`config.mk`:
```
export PLATFORM = sky130hd
export DESIGN_NAME = chain_eval_sequencer_flat
export DESIGN_NICKNAME = d
export VERILOG_FILES = /design/src/rtl/chain_eval_sequencer_pkg.sv /design/src/rtl/chain_eval_sequencer_if.sv /design/src/rtl/chain_eval_sequencer_stage.sv /design/src/rtl/chain_eval_sequencer.sv /design/src/flat_wrapper.sv
export SDC_FILE = /design/constraint.sdc
export NUM_CORES = 1
export LEC_CHECK = 0
export CORE_ASPECT_RATIO = 1.25
export CORE_MARGIN = 1
export CORE_UTILIZATION = 48
export DETAILED_ROUTE_END_ITERATION = 7
export PLACE_DENSITY_LB_ADDON = 0.05
export SYNTH_ARGS = -nofsm -noshare
export SYNTH_HDL_FRONTEND = slang
export SYNTH_SLANG_ARGS = --single-unit
```
`constraint.sdc`:
```
create_clock -name clk -period 2.3 [get_ports clk]
set_clock_uncertainty 0.15 [all_clocks]
set_input_delay 0.23 -clock clk [delete_from_list [all_inputs] [get_ports clk]]
set_output_delay 0.23 -clock clk [all_outputs]
set_load 0.1 [all_outputs]
```
`src/rtl/chain_eval_sequencer_pkg.sv`:
```
// Shared types, constants and the closed-form reference for the XOR/NOT chain sequencer.
// The closed form also backs the optional CHAIN_EVAL_CHECK_EN self-check.
package chain_eval_pkg;

  typedef enum logic [1:0] {IDLE, RUN, DONE} state_t;

  localparam int DONE_CNT_W = 16;
  localparam int CF_W       = 64;

  // Net effect of 'depth' stages: even bits flip on odd depths; odd bits pick up
  // the even bit on odd depths and flip whenever depth[1] is set.
  function automatic logic [CF_W-1:0] closed_form(input logic [CF_W-1:0] data,
                                                  input logic [31:0] depth);
    logic [CF_W-1:0] r;
    r = '0;
    for (int j = 0; j < CF_W/2; j++) begin
      r[2*j]   = data[2*j] ^ depth[0];
      r[2*j+1] = data[2*j+1] ^ (data[2*j] & depth[0]) ^ depth[1];
    end
    return r;
  endfunction

endpackage

```
`src/rtl/chain_eval_sequencer_if.sv`:
```
// Request/response handshake bundle between the stimulus source and the chain sequencer.
interface chain_eval_sequencer_if #(
  parameter int IO_PAIRS  = 5,
  parameter int DEPTH_MAX = 16
);
  localparam int DW = 2*IO_PAIRS;
  localparam int CW = $clog2(DEPTH_MAX+1) + 1;

  logic          req_valid;
  logic          req_ready;
  logic [DW-1:0] req_data;
  logic [CW-1:0] req_depth;
  logic          rsp_valid;
  logic          rsp_ready;
  logic [DW-1:0] rsp_data;
  logic          rsp_err;

  modport master (
    output req_valid, req_data, req_depth, rsp_ready,
    input  req_ready, rsp_valid, rsp_data, rsp_err
  );

  modport slave (
    input  req_valid, req_data, req_depth, rsp_ready,
    output req_ready, rsp_valid, rsp_data, rsp_err
  );

endinterface

```
`src/rtl/chain_eval_sequencer_stage.sv`:
```
// One combinational stage of IO_PAIRS XOR/NOT primitive pairs (odd ^= even, even = ~even).
module xor_not_stage #(
  parameter int IO_PAIRS = 5,
  parameter int DW       = 2*IO_PAIRS
) (
  input  logic [DW-1:0] din,
  output logic [DW-1:0] dout
);

  for (genvar gi = 0; gi < IO_PAIRS; gi++) begin : g_pair
    assign dout[2*gi]   = ~din[2*gi];
    assign dout[2*gi+1] = din[2*gi+1] ^ din[2*gi];
  end

endmodule

```
`src/rtl/chain_eval_sequencer.sv`:
```
// Time-multiplexed XOR/NOT chain evaluator: one shared stage iterated once per clock.
// Optional CHAIN_EVAL_CHECK_EN adds chk_mismatch, comparing the result to the closed form.
module chain_eval_sequencer
  import chain_eval_pkg::*;
#(
  parameter int IO_PAIRS  = 5,
  parameter int DEPTH_MAX = 16
) (
  input  logic                  clk,
  input  logic                  rst_n,
  chain_eval_sequencer_if.slave bus,
  output logic                  busy,
  output logic [DONE_CNT_W-1:0] done_count
`ifdef CHAIN_EVAL_CHECK_EN
  ,
  output logic                  chk_mismatch
`endif
);

  localparam int DW = 2*IO_PAIRS;
  localparam int CW = $clog2(DEPTH_MAX+1) + 1;

  state_t                state_reg, state_next;
  logic [DW-1:0]         data_reg, data_next;
  logic [CW-1:0]         cnt_reg, cnt_next;
  logic                  err_reg, err_next;
  logic [DONE_CNT_W-1:0] done_count_reg, done_count_next;
  logic [DW-1:0]         stage_out;
  logic                  over_range;
  logic [CW-1:0]         depth_eff;

  xor_not_stage #(.IO_PAIRS(IO_PAIRS), .DW(DW)) u_stage (
    .din  (data_reg),
    .dout (stage_out)
  );

  assign over_range = bus.req_depth > CW'(DEPTH_MAX);
  assign depth_eff  = over_range ? CW'(DEPTH_MAX) : bus.req_depth;

  always_ff @(posedge clk) begin
    if (!rst_n) begin
      state_reg      <= IDLE;
      data_reg       <= '0;
      cnt_reg        <= '0;
      err_reg        <= 1'b0;
      done_count_reg <= '0;
    end else begin
      state_reg      <= state_next;
      data_reg       <= data_next;
      cnt_reg        <= cnt_next;
      err_reg        <= err_next;
      done_count_reg <= done_count_next;
    end
  end

  always_comb begin
    state_next      = state_reg;
    data_next       = data_reg;
    cnt_next        = cnt_reg;
    err_next        = err_reg;
    done_count_next = done_count_reg;
    case (state_reg)
      IDLE: begin
        if (bus.req_valid) begin
          data_next  = bus.req_data;
          cnt_next   = depth_eff;
          err_next   = over_range;
          state_next = (depth_eff == '0) ? DONE : RUN;
        end
      end
      RUN: begin
        data_next = stage_out;
        cnt_next  = cnt_reg - CW'(1);
        if (cnt_reg == CW'(1)) state_next = DONE;
      end
      DONE: begin
        if (bus.rsp_ready) begin
          done_count_next = done_count_reg + DONE_CNT_W'(1);
          state_next      = IDLE;
        end
      end
      default: state_next = IDLE;
    endcase
  end

  assign bus.req_ready = (state_reg == IDLE);
  assign bus.rsp_valid = (state_reg == DONE);
  assign bus.rsp_data  = data_reg;
  assign bus.rsp_err   = err_reg;
  assign busy          = (state_reg != IDLE);
  assign done_count    = done_count_reg;

`ifdef CHAIN_EVAL_CHECK_EN
  // Only depth[1:0] matters to the closed form, so two bits of depth are kept.
  logic [DW-1:0] in_reg;
  logic [1:0]    dlow_reg;

  always_ff @(posedge clk) begin
    if (!rst_n) begin
      in_reg   <= '0;
      dlow_reg <= '0;
    end else if (state_reg == IDLE && bus.req_valid) begin
      in_reg   <= bus.req_data;
      dlow_reg <= depth_eff[1:0];
    end
  end

  assign chk_mismatch = (state_reg == DONE) &&
    (|((closed_form(CF_W'(in_reg), 32'(dlow_reg)) ^ CF_W'(data_reg)) & CF_W'({DW{1'b1}})));
`endif

endmodule

```
`src/flat_wrapper.sv`:
```
// flat-port wrapper written by rule: the top's interface ports become plain ports
module chain_eval_sequencer_flat import chain_eval_pkg::*;
#(
  parameter int IO_PAIRS  = 5,
  parameter int DEPTH_MAX = 16
)
  (clk, rst_n, busy, done_count, bus_req_valid, bus_req_data, bus_req_depth, bus_rsp_ready, bus_req_ready, bus_rsp_valid, bus_rsp_data, bus_rsp_err);
  chain_eval_sequencer_if #(.IO_PAIRS(IO_PAIRS), .DEPTH_MAX(DEPTH_MAX)) bus_i ();
  input  logic clk;
  input  logic rst_n;
  output logic busy;
  output logic [DONE_CNT_W-1:0] done_count;
  input wire logic [$bits(bus_i.req_valid)-1:0] bus_req_valid;
  input wire logic [$bits(bus_i.req_data)-1:0] bus_req_data;
  input wire logic [$bits(bus_i.req_depth)-1:0] bus_req_depth;
  input wire logic [$bits(bus_i.rsp_ready)-1:0] bus_rsp_ready;
  output wire logic [$bits(bus_i.req_ready)-1:0] bus_req_ready;
  output wire logic [$bits(bus_i.rsp_valid)-1:0] bus_rsp_valid;
  output wire logic [$bits(bus_i.rsp_data)-1:0] bus_rsp_data;
  output wire logic [$bits(bus_i.rsp_err)-1:0] bus_rsp_err;
  assign bus_i.req_valid = bus_req_valid;
  assign bus_i.req_data = bus_req_data;
  assign bus_i.req_depth = bus_req_depth;
  assign bus_i.rsp_ready = bus_rsp_ready;
  assign bus_req_ready = bus_i.req_ready;
  assign bus_rsp_valid = bus_i.rsp_valid;
  assign bus_rsp_data = bus_i.rsp_data;
  assign bus_rsp_err = bus_i.rsp_err;
  chain_eval_sequencer #(.IO_PAIRS(IO_PAIRS), .DEPTH_MAX(DEPTH_MAX)) u_core (.clk(clk), .rst_n(rst_n), .bus(bus_i), .busy(busy), .done_count(done_count));
endmodule
```
# After elaboration in Yosys (flattened, before gate mapping)
# Cells that the tools add are included.
# op_classes
mux,10
n_bitwise,10
reduce_logical,8
add_sub_neg,2
eq_ne,6
order_cmp,1
# op_table
operator,count
$pmux 10 s2,1
$add 16x1->16 const B,1
$mux 6,2
$pmux 6 s2,1
$mux 10,1
$mux 2,4
$eq 6x1->1 const B,1
$gt 6x5->1 const B,1
$logic_not 6->1,1
$pmux 2 s3,1
$reduce_and 2->1,3
$sub 6x1->6 const B,1
$not 1->1,5
$xor 1x1->1,5
$ne 2x2->1 const B,2
$reduce_bool 2->1,2
$reduce_and 3->1,1
$eq 2x1->1 const B,1
$eq 2x2->1 const B,1
$logic_not 2->1,1
$ne 2x1->1 const B,1
# totals
in_bits,20
output_inout_bits,30
register_bits,35
wordCells,42

# Depth between registers and ports, before layout
# Gate-level depths: netlist of run 1.
# depth
ltp_word,6
depth_mapped,6
mapped_depth_nobuf,5

# Hierarchy
# Synthesis of run 1 repeated with hierarchy kept, for this count alone.
# hier_totals
hier_cells,224
hier_area_um2,1909.3
# by_module_without_submodules
mod,seq_area_each_um2,area_each_um2,cells_per_inst,instances
chain_eval_sequencer,700.7,1846.8,214,1
xor_not_stage,0.0,62.6,10,1

# Worst setup path after synthesis of run 1
# Ideal clock, no wire load.
# synth_timing
path_type,register to register
start,reg u_core.state_reg[1]
end,reg u_core.state_reg[1]
setup_slack_ns,-0.428
path_buffers,1
required_ns,2.054
setup_ns,0.096
stages_incl_launch_ff,5
period_less_slack_ns,2.728
arrival_time_ns,2.482
path_cell_list,dfxtp_1 clkbuf_1 nor2b_1 nand2b_1 a221oi_1
# synth_via
elab_chain_len,3
elab_cells_between_ends,8
classes_between,eq/ne (5); mux (1); reduce/logical (2)
# synth_rtl
item,line,source
"start, declared",chain_eval_sequencer.sv:23,"state_t state_reg, state_next;"
"start signal, assigned",chain_eval_sequencer.sv:48,state_reg <= state_next;
$eq 2x2->1 (*),n/a,
via bus_rsp_valid,flat_wrapper.sv:18,output wire logic [$bits(bus_i.rsp_valid)-1:0] bus_rsp_valid;
$ne 2x2->1 (no source line),n/a,
$reduce_and 3->1 (no source line),n/a,
# The timed path passes the listed nets; every way through them passes the cells marked *.
# A chain may end at the register's enable or synchronous reset.

# Worst setup path in the final report of run 1
# layout_timing
start,reg u_core.state_reg[0]
end,out bus_req_ready
# layout_via
elab_chain_len,1
# layout_rtl
item,line,source
$logic_not 2->1,chain_eval_sequencer.sv:86,assign bus.req_ready = (state_reg == IDLE);
"end, declared",flat_wrapper.sv:17,output wire logic [$bits(bus_i.req_ready)-1:0] bus_req_ready;
# No other way between the ends.

==> results of run 1 <==
## cell type report
class,count,area share
Timing Repair Buffer,60,0.2228
Sequential cell,35,0.2972
Inverter,7,0.01093
Tap cell,39,0.02030
Clock buffer,6,0.03019
Multi-Input combinational cell,157,0.4185
## layer usage
metal | wire [µm] | GRT usage | up-vias | share of wire
met3 | 234 | 0.04936 | 5 | 0.053
met4 | 61 | 0.09485 | 0 | 0.014
met1 | 1905 | 0.2964 | 831 | 0.43
met2 | 2207 | 0.3981 | 50 | 0.50
li1 | - | - | 887 | -
met5 | 0 | 0 | - | 0
## logic make-up (layout without fill, tap and decap cells)
group           after synthesis  in the layout  share of synthesized area
mux                           2              2                    0.01110
compound gates               54             54                     0.2164
buf+inv                      22             73                    0.05548
simple gates                 90             90                     0.2691
xor+xnor                      8              8                    0.03884
fa+ha+maj                     3              3                    0.02081
flops                        35             35                     0.3883
## per-stage QoR
step	util	instances	cell area, µm²
global route	0.6783	304	2404
finish	0.6783	304	2404
floorplan	-	214	1821
global placement	0.6578	298	2331
detailed placement	0.6578	298	2331
CTS	0.6783	304	2404
## critical path: cells and delay by family, from the launching register on
kind          cells  cell delay (ns)
buf+inv           3             0.51
simple gates      1             0.37
flops             1             0.32
## power groups by stage
stage                     clock (mW)  combinational (mW)  sequential [mW]
after floorplan                    0               0.183            0.833
after global placement             0               0.458            0.689
after detailed placement           0               0.458            0.690
after CTS                      0.414               0.461            0.676
after global routing           0.447               0.487            0.682
final                          0.404               0.460            0.676
## worst min path at each step
stage / start / end / slack [ns] / depth (start not counted)
3_5_place_dp: u_core.done_count[15]$_SDFFE_PN0P_ / u_core.done_count[15]$_SDFFE_PN0P_ / 0.33 / 2
6_report: u_core.done_count[15]$_SDFFE_PN0P_ / u_core.done_count[15]$_SDFFE_PN0P_ / 0.34 / 2
4_1_cts: u_core.done_count[15]$_SDFFE_PN0P_ / u_core.done_count[15]$_SDFFE_PN0P_ / 0.34 / 2
3_3_place_gp: u_core.done_count[15]$_SDFFE_PN0P_ / u_core.done_count[15]$_SDFFE_PN0P_ / 0.33 / 2
5_1_grt: u_core.done_count[10]$_SDFFE_PN0P_ / u_core.done_count[10]$_SDFFE_PN0P_ / 0.36 / 2
2_1_floorplan: rst_n / u_core.bus.rsp_data[0]$_SDFFE_PN0P_ / 0.20 / 1
## cell usage in the layout (no fill, tap or decap), drive strengths merged, types with 2 or more instances in the layout
master / n
a211oi: 6
or2: 2
clkbuf: 6
or3: 5
nor2: 25
xnor2: 3
clkdlybuf4s50: 19
nor2b: 5
a41oi: 2
nand2: 12
a32oi: 5
o221ai: 6
nand3: 8
o21ai: 7
dfxtp: 35
nor3b: 3
a22oi: 5
a21oi: 11
inv: 7
and2: 6
and3: 3
or4: 3
buf: 41
xor2: 5
ha: 3
nor3: 8
nand4: 4
nand2b: 2
mux2i: 2
and4: 2
==> flow_metrics.py, run 1 <==
metrics = {
    "status": {
        "outcome": "complete, but fails checks",
        "violations": "DRC",
    },
    "grt": {
        "grt_antenna_before_repair": 0,
        "groute.usage.overall": 0.2370,
        "grt_pass1_wl_mm": 7.548,
        "gr-total-overflow": 0,
        "grt_start_max_net_pins": 28,
        "via_count_of_the_first_global_routing_pass": 1662,
    },
    "clock_tree": {
        "cts_root_buf": "sky130_fd_sc_hd__clkbuf_8",
        "tritoncts": "built",
        "clock_path_buffers": 2,
        "clkLatencyLatePin_ns": 0.28,
        "post-cts-setup-buffers": 0,
        "number_of_levels_in_the_clock_h_tree": 2,
        "postCtsHoldBufs": 0,
        "total_clock_sinks": 35,
        "postCtsResizedCells": 0,
        "cts_inserted_buffers": 5,
        "cts.reportedPaths.clkPinSlew_ns": 0.06,
    },
    "pwr": {
        "internal-power_mw": 0.9961,
        "share_of_power_burned_in_the_clock_network": 0.262,
        "pwr-share-seq": 0.439,
        "finalPower_mw": 1.541,
        "power.density_nw_per_um2": 641.1,
        "netSwitchingFraction": 0.3536,
        "power.static_leakage_nw": 0.9753,
        "irDropWorstVdd_uv": 337.9,
        "power_frac_comb": 0.299,
        "net-switching-power_mw": 0.5449,
    },
    "timing": {
        "post-route-min-period_ns": 1.860,
        "setup-violations-final": 0,
        "max_slew_margin": 0.6781,
        "hold_viol_final": 0,
        "timing.final.crit_share": 0.8088,
        "fin_worst_hold_slack_ns": 0.3396,
        "rsz0062_at_grt": "no",
        "postLayoutSetupSlackWorst_ns": 0.4398,
        "drv_slew": 0,
        "tns_ns": 0,
        "timing_worst_slew_pin_value_ns": 0.4829,
        "max_freq_ghz": 0.5376,
    },
    "setup_path": {
        "crit_path_start_kind": "flip-flop",
        "worst_setup_path_endpoint": "bus_req_ready",
        "crit_path_cell_trace": "buf_4, or2_2, inv_1, buf_12",
        "critical_path.slowest_cell": "sky130_fd_sc_hd__or2_2",
        "worst_ep_required_time_ns": 1.92,
        "timing.rr.end": "u_core.done_count[15]$_SDFFE_PN0P_",
        "path_max_fanout": 27,
        "critical_path.reg2reg.startpoint": "u_core.state_reg[1]$_SDFFE_PN0P_",
        "r2r_slack_ns": 0.51,
        "timing.critical_path.arrival_ns": 1.48,
        "cp-end-kind": "primary output",
        "cpPeakStageDelay_ns": 0.37,
        "critical_path_class": "flip-flop to primary output",
        "critical_path.startpoint": "u_core.state_reg[0]$_SDFFE_PN0P_",
        "rr_worst_depth": 4,
    },
    "final_layout": {
        "final_net_count": 289,
        "multiInputGateArea_um2": 1006,
        "register_area_um2": 714.4,
        "final_layout_size_suffix_gt1_frac": 0.2340,
        "largest_register_ff_count": 16,
        "insertedDiodeCount": 0,
        "area_growth_pct": 33.22,
        "fill_cells": 316,
    },
    "die": {
        "fp.dieArea_um2": 4009,
        "core.rowCount": 24,
        "fp.dieW_um": 56.84,
        "core_ar_um2": 3543,
        "start_util": 0.5092,
        "die_height_um": 70.55,
        "ios": 50,
    },
    "yosys": {
        "synth.area.top_cells": "sky130_fd_sc_hd__dfxtp_1 39%, sky130_fd_sc_hd__nor2_1 5.2%, sky130_fd_sc_hd__a21oi_1 3.1%, sky130_fd_sc_hd__o221ai_1 2.9%, sky130_fd_sc_hd__a211oi_1 2.5%",
        "synthFlopType": "sky130_fd_sc_hd__dfxtp_1",
        "post_synth_num_cell_types": 48,
        "synth.most_common_cell": "sky130_fd_sc_hd__dfxtp_1",
        "synthesis.instances": 214,
        "syn_std_cell_area_um2": 1804,
        "synthesis.yosys.warnings": 0,
        "syn_area_per_cell_um2": 8.431,
        "synth-seq-area-share": 0.3883,
        "top_cells_by_count_synth": "35 x sky130_fd_sc_hd__dfxtp_1, 25 x sky130_fd_sc_hd__nor2_1, 12 x sky130_fd_sc_hd__nand2_1, 11 x sky130_fd_sc_hd__a21oi_1, 10 x sky130_fd_sc_hd__clkbuf_1",
        "asyncSetResetFlopFracSynth": 0,
        "syn_nets": 237,
        "synthDominantAreaCellType": "sky130_fd_sc_hd__dfxtp_1",
        "synth_seq_cells": 35,
        "synth-edff-count": 0,
        "yosysTopAreaCellShare": 0.3883,
    },
    "detailed_routing": {
        "route.vias.total": 1773,
        "ant_nets": 0,
        "remaining_drc_errors": 8,
        "avgViaCountPerCell": 5.832,
        "detailedRoute.firstIterationViolations": 102,
        "first_pass_iters": 7,
        "drt_wl_total_mm": 4.410,
        "post_drt_wl_per_cell_um": 14.51,
    },
    "min_path": {
        "hp-class": "flip-flop to flip-flop",
    },
    "placement": {
        "io_buffer_count": 49,
        "dp_hpwl_mm": 3.186,
        "detailedPlace.worstSlack_ns": 0.1620,
        "gp_congestion": 0.8338,
    },
    "run": {
        "cap_viol_max_count": 0,
    },
}
Power figures use the tool's default switching activity.
==> run 2, diff against run 1 <==
--- a/config.mk
+++ b/config.mk
@@ -7,7 +7,7 @@
 export LEC_CHECK = 0
 export CORE_ASPECT_RATIO = 1.25
 export CORE_MARGIN = 1
-export CORE_UTILIZATION = 48
+export CORE_UTILIZATION = 43
 export DETAILED_ROUTE_END_ITERATION = 7
 export PLACE_DENSITY_LB_ADDON = 0.05
 export SYNTH_ARGS = -nofsm -noshare
==> constraint.sdc (replaced) <==
create_clock -name clk -period 1.6 [get_ports clk]
set_clock_uncertainty 0.15 [all_clocks]
set_input_delay 0.16 -clock clk [delete_from_list [all_inputs] [get_ports clk]]
set_output_delay 0.16 -clock clk [all_outputs]
set_load 0.1 [all_outputs]
==> flow_metrics.py, run 2 (synthesis gave the netlist of run 1 again) <==
metrics = {
    "timing": {
        "post-route-min-period_ns": 1.595,
        "timing_worst_slew_pin_value_ns": 0.4859,
        "timing.final.crit_share": 0.9971,
        "setup-violations-final": 0,
        "drv_slew": 0,
        "max_freq_ghz": 0.6268,
        "hold_viol_final": 0,
        "max_slew_margin": 0.6736,
        "rsz0062_at_grt": "yes",
    },
    "status": {
        "outcome": "completed",
    },
    "clock_tree": {
        "total_clock_sinks": 35,
        "cts_inserted_buffers": 5,
        "cts_root_buf": "sky130_fd_sc_hd__clkbuf_8",
        "tritoncts": "built",
        "postCtsHoldBufs": 0,
        "clkLatencyLatePin_ns": 0.30,
        "cts.reportedPaths.clkPinSlew_ns": 0.08,
        "clock_path_buffers": 2,
        "number_of_levels_in_the_clock_h_tree": 2,
    },
    "die": {
        "die_height_um": 74.42,
        "core.rowCount": 25,
        "start_util": 0.4614,
        "core_ar_um2": 3910,
        "ios": 50,
        "fp.dieArea_um2": 4460,
        "fp.dieW_um": 59.94,
    },
    "detailed_routing": {
        "detailedRoute.firstIterationViolations": 107,
        "ant_nets": 0,
        "avgViaCountPerCell": 5.566,
        "post_drt_wl_per_cell_um": 14.68,
        "route.vias.total": 1937,
        "remaining_drc_errors": 0,
        "first_pass_iters": 4,
        "drt_wl_total_mm": 5.109,
    },
    "pwr": {
        "power.static_leakage_nw": 1.244,
        "power.density_nw_per_um2": 802.2,
        "finalPower_mw": 2.516,
        "irDropWorstVdd_uv": 702.2,
    },
    "grt": {
        "grt_pass1_wl_mm": 8.100,
        "groute.usage.overall": 0.2470,
        "via_count_of_the_first_global_routing_pass": 1782,
        "gr-total-overflow": 0,
        "grt_start_max_net_pins": 20,
        "grt_antenna_before_repair": 0,
    },
    "setup_path": {
        "path_max_fanout": 4,
        "critical_path_class": "flip-flop to flip-flop",
        "timing.critical_path.arrival_ns": 1.68,
        "dominant_delay_contributor_by_cell_family_on_the_critical_path": "simple AND/OR/NAND/NOR gates",
        "crit_path_cell_trace": "and4_1, nand4_1, or4_1, a21oi_1",
        "critical_path.slowest_cell": "sky130_fd_sc_hd__or4_1",
        "cpPeakStageDelay_ns": 0.50,
        "cp-end-kind": "flip-flop",
        "crit_path_start_kind": "flip-flop",
        "wp_buf_inv": 0,
        "worst_ep_required_time_ns": 1.69,
    },
    "final_layout": {
        "final_layout_size_suffix_gt1_frac": 0.4048,
        "insertedDiodeCount": 0,
        "final_net_count": 316,
        "area_growth_pct": 73.86,
        "largest_register_ff_count": 16,
        "final_common_cell": "sky130_fd_sc_hd__buf_4",
        "fill_cells": 248,
        "post-route-cell-area_um2": 3137,
        "leading_cell_types_in_the_layout_fill_and_taps_excluded": "35 x sky130_fd_sc_hd__buf_4, 31 x sky130_fd_sc_hd__buf_12, 25 x sky130_fd_sc_hd__nor2_1",
    },
    "placement": {
        "gp_congestion": 0.8871,
        "placement.cell_area_um2": 2959,
        "dp_hpwl_mm": 3.711,
        "io_buffer_count": 49,
    },
    "min_path": {
        "hp-class": "flip-flop to flip-flop",
    },
    "run": {
        "cap_viol_max_count": 0,
    },
}
==> run 2: cell count changes in the layout (fill, tap and decap cells not counted), moves of 3 or more <==
cell,delta
sky130_fd_sc_hd__buf_12,+28
sky130_fd_sc_hd__dfxtp_4,+13
sky130_fd_sc_hd__dfxtp_1,-12
sky130_fd_sc_hd__buf_4,-3
sky130_fd_sc_hd__nor2b_1,-3
==> run 2: what timing repair did <==
action / in CTS / in global routing
pin swaps: 2 / 3
resized for setup: 5 / 10
endpoints found under the setup margin: 5 / 20
setup buffers: 2 / 1
==> run 2: worst paths after layout <==
path / start / to / slack (ns) / depth (start not counted)
worst min-delay path: u_core.done_count[14]$_SDFFE_PN0P_ / u_core.done_count[14]$_SDFFE_PN0P_ / 0.37 / 2
worst max register to register: u_core.done_count[7]$_SDFFE_PN0P_ / u_core.done_count[15]$_SDFFE_PN0P_ / 0.005 / 4
worst min register to register: u_core.done_count[14]$_SDFFE_PN0P_ / u_core.done_count[14]$_SDFFE_PN0P_ / 0.37 / 2
worst max-delay path: u_core.done_count[7]$_SDFFE_PN0P_ / u_core.done_count[15]$_SDFFE_PN0P_ / 0.005 / 4
==> run 2: routing by layer <==
| metal | wire length, µm | up-vias | GRT usage |
|---|---|---|---|
| li1 | - | 945 | - |
| met1 | 1925 | 909 | 0.2670 |
| met2 | 2837 | 70 | 0.4358 |
| met3 | 236 | 13 | 0.06435 |
| met4 | 109 | 0 | 0.1292 |
| met5 | 0 | - | 0 |
==> run 2: worst min-delay path: cells and delay by family, from the launching register on <==
family	cells	cell delay [ns]
compound gates	2	0.13
flops	1	0.35
==> run 2: where the power goes <==
part	switching (mW)	internal (mW)	total (mW)
combinational	0.455	0.328	0.783
sequential	0.0741	0.906	0.980
clock	0.352	0.401	0.753
==> run 2: stage by stage <==
step	setup TNS [ns]	worst slack [ns]	hold WS, ns	cells	util
6_report	0	0.004707	0.3682	348	0.8022
5_1_grt	-0.2934	-0.1162	0.3947	348	0.8022
4_1_cts	0	0.009648	0.3638	347	0.7917
3_5_place_dp	-4.514	-0.3048	0.3519	337	0.7568
3_3_place_gp	-3.958	-0.2424	0.3472	337	0.7568
2_1_floorplan	-1.567	-0.2992	0.1316	214	-
==> run 2: final cells by class <==
| type | count | area, µm² | share of cell area |
|---|---|---|---|
| clock buffer | 6 | 93.84 | 0.02992 |
| clock inverter | 2 | 13.76 | 0.004388 |
| inverter | 7 | 30.03 | 0.009573 |
| multi-input combinational | 157 | 1074 | 0.3422 |
| sequential | 35 | 762.0 | 0.2429 |
| tap | 54 | 67.56 | 0.02154 |
| timing repair buffer | 87 | 1096 | 0.3494 |
==> run 3, diff against run 2 <==
--- a/config.mk
+++ b/config.mk
@@ -6,7 +6,6 @@
 export NUM_CORES = 1
 export LEC_CHECK = 0
 export CORE_ASPECT_RATIO = 1.25
-export CORE_MARGIN = 1
 export CORE_UTILIZATION = 43
 export DETAILED_ROUTE_END_ITERATION = 7
 export PLACE_DENSITY_LB_ADDON = 0.05
==> results of run 3 <==
Same layout as run 2: the final DEF is identical, and so are final timing and power.
